$ cat config.mk
export PLATFORM = sky130hd
export DESIGN_NAME = decoder_hold
export DESIGN_NICKNAME = d
export VERILOG_FILES = /design/src/rtl/decoder_hold_pkg.sv /design/src/rtl/decoder_hold_hold_counter.sv /design/src/rtl/decoder_hold.sv
export SDC_FILE = /design/constraint.sdc
export NUM_CORES = 1
export LEC_CHECK = 0
export CAP_MARGIN = 10
export CELL_PAD_IN_SITES_DETAIL_PLACEMENT = 0
export CELL_PAD_IN_SITES_GLOBAL_PLACEMENT = 1
export CORE_MARGIN = 8
export CORE_UTILIZATION = 35
export CTS_CLUSTER_SIZE = 10
export DETAILED_ROUTE_END_ITERATION = 12
export PLACE_DENSITY = 0.76
export SETUP_SLACK_MARGIN = 0.1
export SLEW_MARGIN = 25
export SYNTH_ARGS = -nofsm -noshare
export SYNTH_HDL_FRONTEND = slang
export SYNTH_SLANG_ARGS = --single-unit
$ cat constraint.sdc
create_clock -name clk -period 1.7 [get_ports clk]
set_input_delay 0.425 -clock clk [delete_from_list [all_inputs] [get_ports clk]]
set_output_delay 0.425 -clock clk [all_outputs]
set_load 0.01 [all_outputs]
$ cat src/rtl/decoder_hold_pkg.sv
// decoder_pkg: shared definitions for the decoder_hold slice.
//   ST_IDLE / ST_HOLD : FSM state encoding (1 bit)
//   CODE_W            : width of the binary code accepted on the input
//   ONEHOT_W          : width of the decoded one-hot output
package decoder_pkg;

  localparam logic ST_IDLE = 1'b0;
  localparam logic ST_HOLD = 1'b1;

  localparam int CODE_W   = 3;
  localparam int ONEHOT_W = 8;

endpackage

$ cat src/rtl/decoder_hold_hold_counter.sv
// hold_counter: loadable 8-bit down-counter that saturates at zero.
//   clk      in  : clock, rising edge
//   rst      in  : synchronous active-high reset, clears the count
//   load     in  : load load_val this cycle (takes priority over counting)
//   load_val in  : value to load
//   zero     out : count is zero (combinational from the count register)
module hold_counter (
  input  logic       clk,
  input  logic       rst,
  input  logic       load,
  input  logic [7:0] load_val,
  output logic       zero
);

  logic [7:0] cnt_reg;
  logic [7:0] cnt_next;

  always_comb begin
    cnt_next = cnt_reg;
    if (load) begin
      cnt_next = load_val;
    end else if (cnt_reg != 8'd0) begin
      cnt_next = cnt_reg - 8'd1;
    end
  end

  always_ff @(posedge clk) begin
    if (rst) begin
      cnt_reg <= 8'd0;
    end else begin
      cnt_reg <= cnt_next;
    end
  end

  assign zero = (cnt_reg == 8'd0);

endmodule

$ cat src/rtl/decoder_hold.sv
// decoder_hold: sequential 3-to-8 decoder with a fixed hold window per code
// and a one-entry buffer so consecutive codes follow with no idle gap.
//   HOLD_CYCLES : cycles each decoded line stays asserted (1..255)
//   clk, rst    : clock (rising edge), synchronous active-high reset
//   in_valid    : in_code is valid this cycle
//   in_ready    : a code can be accepted this cycle (buffer not full)
//   in_code     : binary code 0..7
//   y           : one-hot decoded line, zero when idle
//   y_valid     : y holds a decoded value
//   done        : pulse on the last cycle of each hold window
//   busy        : holding a code or the buffer is occupied
module decoder_hold
  import decoder_pkg::*;
#(
  parameter int HOLD_CYCLES = 4
) (
  input  logic                clk,
  input  logic                rst,
  input  logic                in_valid,
  output logic                in_ready,
  input  logic [CODE_W-1:0]   in_code,
  output logic [ONEHOT_W-1:0] y,
  output logic                y_valid,
  output logic                done,
  output logic                busy
);

  // Counter reload: the window covers the load cycle plus HOLD_CYCLES-1 more.
  localparam logic [7:0] RELOAD = 8'(HOLD_CYCLES - 1);

  logic                state_reg;
  logic                state_next;
  logic [ONEHOT_W-1:0] y_reg;
  logic [ONEHOT_W-1:0] y_next;
  logic [CODE_W-1:0]   buf_code_reg;
  logic [CODE_W-1:0]   buf_code_next;
  logic                buf_full_reg;
  logic                buf_full_next;
  logic                cnt_load;
  logic                cnt_zero;
  logic                xfer;

  hold_counter u_hold_counter (
    .clk      (clk),
    .rst      (rst),
    .load     (cnt_load),
    .load_val (RELOAD),
    .zero     (cnt_zero)
  );

  // in_ready depends only on registered state, so xfer has no comb loop.
  assign xfer = in_valid && in_ready;

  // State register, decoded output register and the one-entry buffer.
  always_ff @(posedge clk) begin
    if (rst) begin
      state_reg    <= ST_IDLE;
      y_reg        <= '0;
      buf_code_reg <= '0;
      buf_full_reg <= 1'b0;
    end else begin
      state_reg    <= state_next;
      y_reg        <= y_next;
      buf_code_reg <= buf_code_next;
      buf_full_reg <= buf_full_next;
    end
  end

  // Next-state logic.
  always_comb begin
    state_next    = state_reg;
    y_next        = y_reg;
    buf_code_next = buf_code_reg;
    buf_full_next = buf_full_reg;
    cnt_load      = 1'b0;
    case (state_reg)
      ST_IDLE: begin
        if (xfer) begin
          y_next     = ONEHOT_W'(1) << in_code;
          cnt_load   = 1'b1;
          state_next = ST_HOLD;
        end
      end
      ST_HOLD: begin
        if (!cnt_zero) begin
          // Mid-window arrivals park in the buffer until the window ends.
          if (xfer) begin
            buf_code_next = in_code;
            buf_full_next = 1'b1;
          end
        end else if (buf_full_reg) begin
          // Last cycle with a parked code: in_ready is low, so no xfer here.
          y_next        = ONEHOT_W'(1) << buf_code_reg;
          cnt_load      = 1'b1;
          buf_full_next = 1'b0;
        end else if (xfer) begin
          // Last cycle with empty buffer: new code goes straight to y.
          y_next   = ONEHOT_W'(1) << in_code;
          cnt_load = 1'b1;
        end else begin
          y_next     = '0;
          state_next = ST_IDLE;
        end
      end
      default: begin
        state_next    = ST_IDLE;
        y_next        = '0;
        buf_full_next = 1'b0;
      end
    endcase
  end

  // Outputs, all from registered state.
  always_comb begin
    in_ready = !buf_full_reg;
    done     = (state_reg == ST_HOLD) && cnt_zero;
    busy     = (state_reg == ST_HOLD) || buf_full_reg;
    y        = y_reg;
    y_valid  = (state_reg == ST_HOLD);
  end

endmodule

==> impl_metrics.yaml <==
setup_path:
  worstPathRequired_ns: 1.27
  rr_worst_depth: 5
  startpoint: "u_hold_counter.cnt_reg[1]"
  arrival_ns: 1.39
  crit_path_end_kind: "primary output"
  r2r-end: "buf_code_reg[0]"
  crit_path_end: "done"
  crit_fanout: 4
  r2r_slack_ns: 0.02
  critical_path_class: "reg -> out"
  worstSetupStartpointType: "flip-flop"
  timing.rr.start: "u_hold_counter.cnt_reg[4]"
routing:
  drt_pre_antenna_iters: 4
  detail_route.wl_per_cell_um: 15.06
  num_vias: 1172
  drc: 0
  vias_per_cell: 5.477
  antenna_left: 0
  drt_iter0_drc: 49
  drt-total-wl_um: 3223
yosys:
  synth_compound_area_frac: 0.2651
  synth_seq_cells: 21
  synth_most_common_cell: "dfxtp_1"
  yosysTopAreaCell: "dfxtp_1"
  synth-edff-count: 0
  yosys_most_used_dff: "dfxtp_1"
  synth_top_family_by_area: "compound AO/OA/AOI/OAI gates"
  yosysTopAreaCellShare: 0.3621
  postSynthCellCount: 131
  synth_fp_nets: 139
  postSynth.asyncResetShare: 0
  yosysSeqAreaShare: 0.3621
  syn-cell-area_um2: 1161
  synth_adder_area_share: 0.02155
  synth_mux_area_frac: 0.03556
  synthTopCellsByCount: "dfxtp_1 (21), a211oi_1 (11), a311oi_1 (9), inv_1 (8), nand2_1 (7)"
  yosys.area_share.simple: 0.2188
  avgSynthCellArea_um2: 8.863
  ys.warnings.count: 0
  yosysUniqueCellTypes: 39
  synth_xor_area_frac: 0.02263
  synth_area_leaders: "dfxtp_1 (36%), a211oi_1 (7.1%), a311oi_1 (6.8%), o2111ai_1 (4.5%), nand2b_1 (3.2%)"
timing:
  fin_hold_ws_ns: 0.4952
  clock_skew_ns: 0.01734
  finalSetupViolCount: 1
  period_share: 1.069
  slew_headroom: 0.6863
  min_period_ns: 1.818
  worst_slew_pin_slew_ns: 0.4696
  rsz0062_at_grt: "true"
  drv_slew: 0
  layout_setup_ws_ns: -0.1180
  finalHoldViolCount: 0
  setup_tns_ns: -0.1180
  clock.fmax_mhz: 550.1
clocking:
  cts_tree: "done"
  ctsHtreeMaxLevel: 1
  clock_latency_ns: 0.31
  cts_sinks: 21
  clk_pin_slew_ns: 0.14
  cts_inserted_buffers: 3
  clk_path_buf_depth: 2
  cts_root_buffer: "clkbuf_4"
layout:
  diodes: 0
  final_cells: 214
  nNetsFinal: 177
  synthToLayoutAreaGrowth_pct: 46.12
  final_layout_size_suffix_gt1_frac: 0.3690
  final_area_um2: 1697
power:
  peakVddDrop_mv: 0.9567
  leakage_nw: 0.6414
  powerDensity_nw_per_um2: 2037
global_routing:
  grt_overflow: 0
  grt.total_usage: 0.1151
  grt_pass1_vias: 1083
  antenna_found_initial: 0
  grt_max_degree: 15
  grt_pass1_wl_um: 4968
die:
  fp.coreArea_um2: 3258
  die-area_um2: 5416
  rows: 21
  ios: 18
  die_x_um: 73.60
  initial_core_util: 0.3564
  chipHeight_um: 73.60
place:
  dpl_cell_area_um2: 1496
  place_hpwl_um: 2251
  gp_congestion: 0.7721
  dp_cells: 206
  portBuffers: 17
min_path:
  hp-class: "reg -> reg"
job:
  drv_cap: 0
status:
  violations: "negative setup slack"
  status: "complete, but fails checks"
[worst min-delay path by stage]
stage	start	to	slack (ns)	cells after the start
after floorplan	buf_code_reg[2]	buf_code_reg[2]	0.45	2
after global placement	buf_code_reg[2]	buf_code_reg[2]	0.47	2
after detailed placement	buf_code_reg[2]	buf_code_reg[2]	0.47	2
after CTS	buf_code_reg[2]	buf_code_reg[2]	0.50	2
after global routing	buf_code_reg[2]	buf_code_reg[2]	0.52	2
final	buf_code_reg[2]	buf_code_reg[2]	0.50	2
[per-stage QoR]
stage	total power, mW	setup WS (ns)	utilization
floorplan	1.854	0.09604	-
global placement	2.458	-0.2856	0.4593
detailed placement	2.496	-0.3173	0.4593
CTS	3.134	-0.1066	0.4942
global route	3.655	-0.1905	0.5207
finish	3.456	-0.1180	0.5207
[per-layer routing]
layer	vias to the layer above	track usage	share of wire
met5	-	0	0
met4	0	0.03769	0.0059
met3	2	0.03138	0.044
met2	26	0.1959	0.49
met1	567	0.1345	0.46
li1	577	-	-
[layout make-up]
type                       count  area [µm²]
sequential                    21       427.9
fill                         337        1562
inverter                       9       33.78
tap                           46       57.56
clock inverter                 1       7.507
multi-input combinational     93       782.0
timing repair buffer          41       365.4
clock buffer                   3       22.52
[cells by family (layout without fill, tap and decap cells)]
| logic type | Yosys count | count (layout) |
|---|---|---|
| flip-flops | 21 | 21 |
| buffers and inverters | 17 | 54 |
| adder cells (fa/ha/maj) | 2 | 2 |
| AO/OA/AOI/OAI | 41 | 41 |
| multiplexers | 4 | 4 |
| XOR/XNOR | 3 | 3 |
| AND/OR/NAND/NOR | 43 | 43 |
[cells in the final DEF (no fill, tap or decap), drive strengths merged, types with 2 or more instances in the layout]
cell type	synthesis	routed
nor2	5	5
nor3b	3	3
buf	1	26
or4	2	2
nor3	2	2
ha	2	2
clkdlybuf4s50	0	5
o2111ai	6	6
nor4	3	3
inv	8	9
clkbuf	7	3
dfxtp	21	21
a311oi	9	9
dlygate4sd2	0	10
a21oi	6	6
or3	3	3
o21ai	3	3
xnor2	3	3
nand3	2	2
nand2b	6	6
nand2	7	7
mux2i	3	3
nor2b	3	3
o211ai	2	2
a211oi	11	11
[timing repair]
item / 4_1_cts / 5_1_grt
cloned: 0 / 0
resized for setup: 38 / 17
pin swaps: 9 / 6
hold endpoints to repair: 0 / 0
endpoints found under the setup margin: 28 / 17
hold buffers: 0 / 0
setup buffers: 2 / 2
[worst max-delay path, cell delays in order, from the launching register on]
cell and delay (ns):
dfxtp_2 0.35, inv_2 0.07, ha_4 0.14, nor4bb_4 0.22, and2_4 0.20, buf_6 0.10
[power by group]
group | internal, mW | switching (mW) | total, mW
Combinational | 1.23 | 1.17 | 2.40
Sequential | 0.680 | 0.122 | 0.803
Clock | 0.0896 | 0.165 | 0.255
Power figures use the tool's default switching activity.
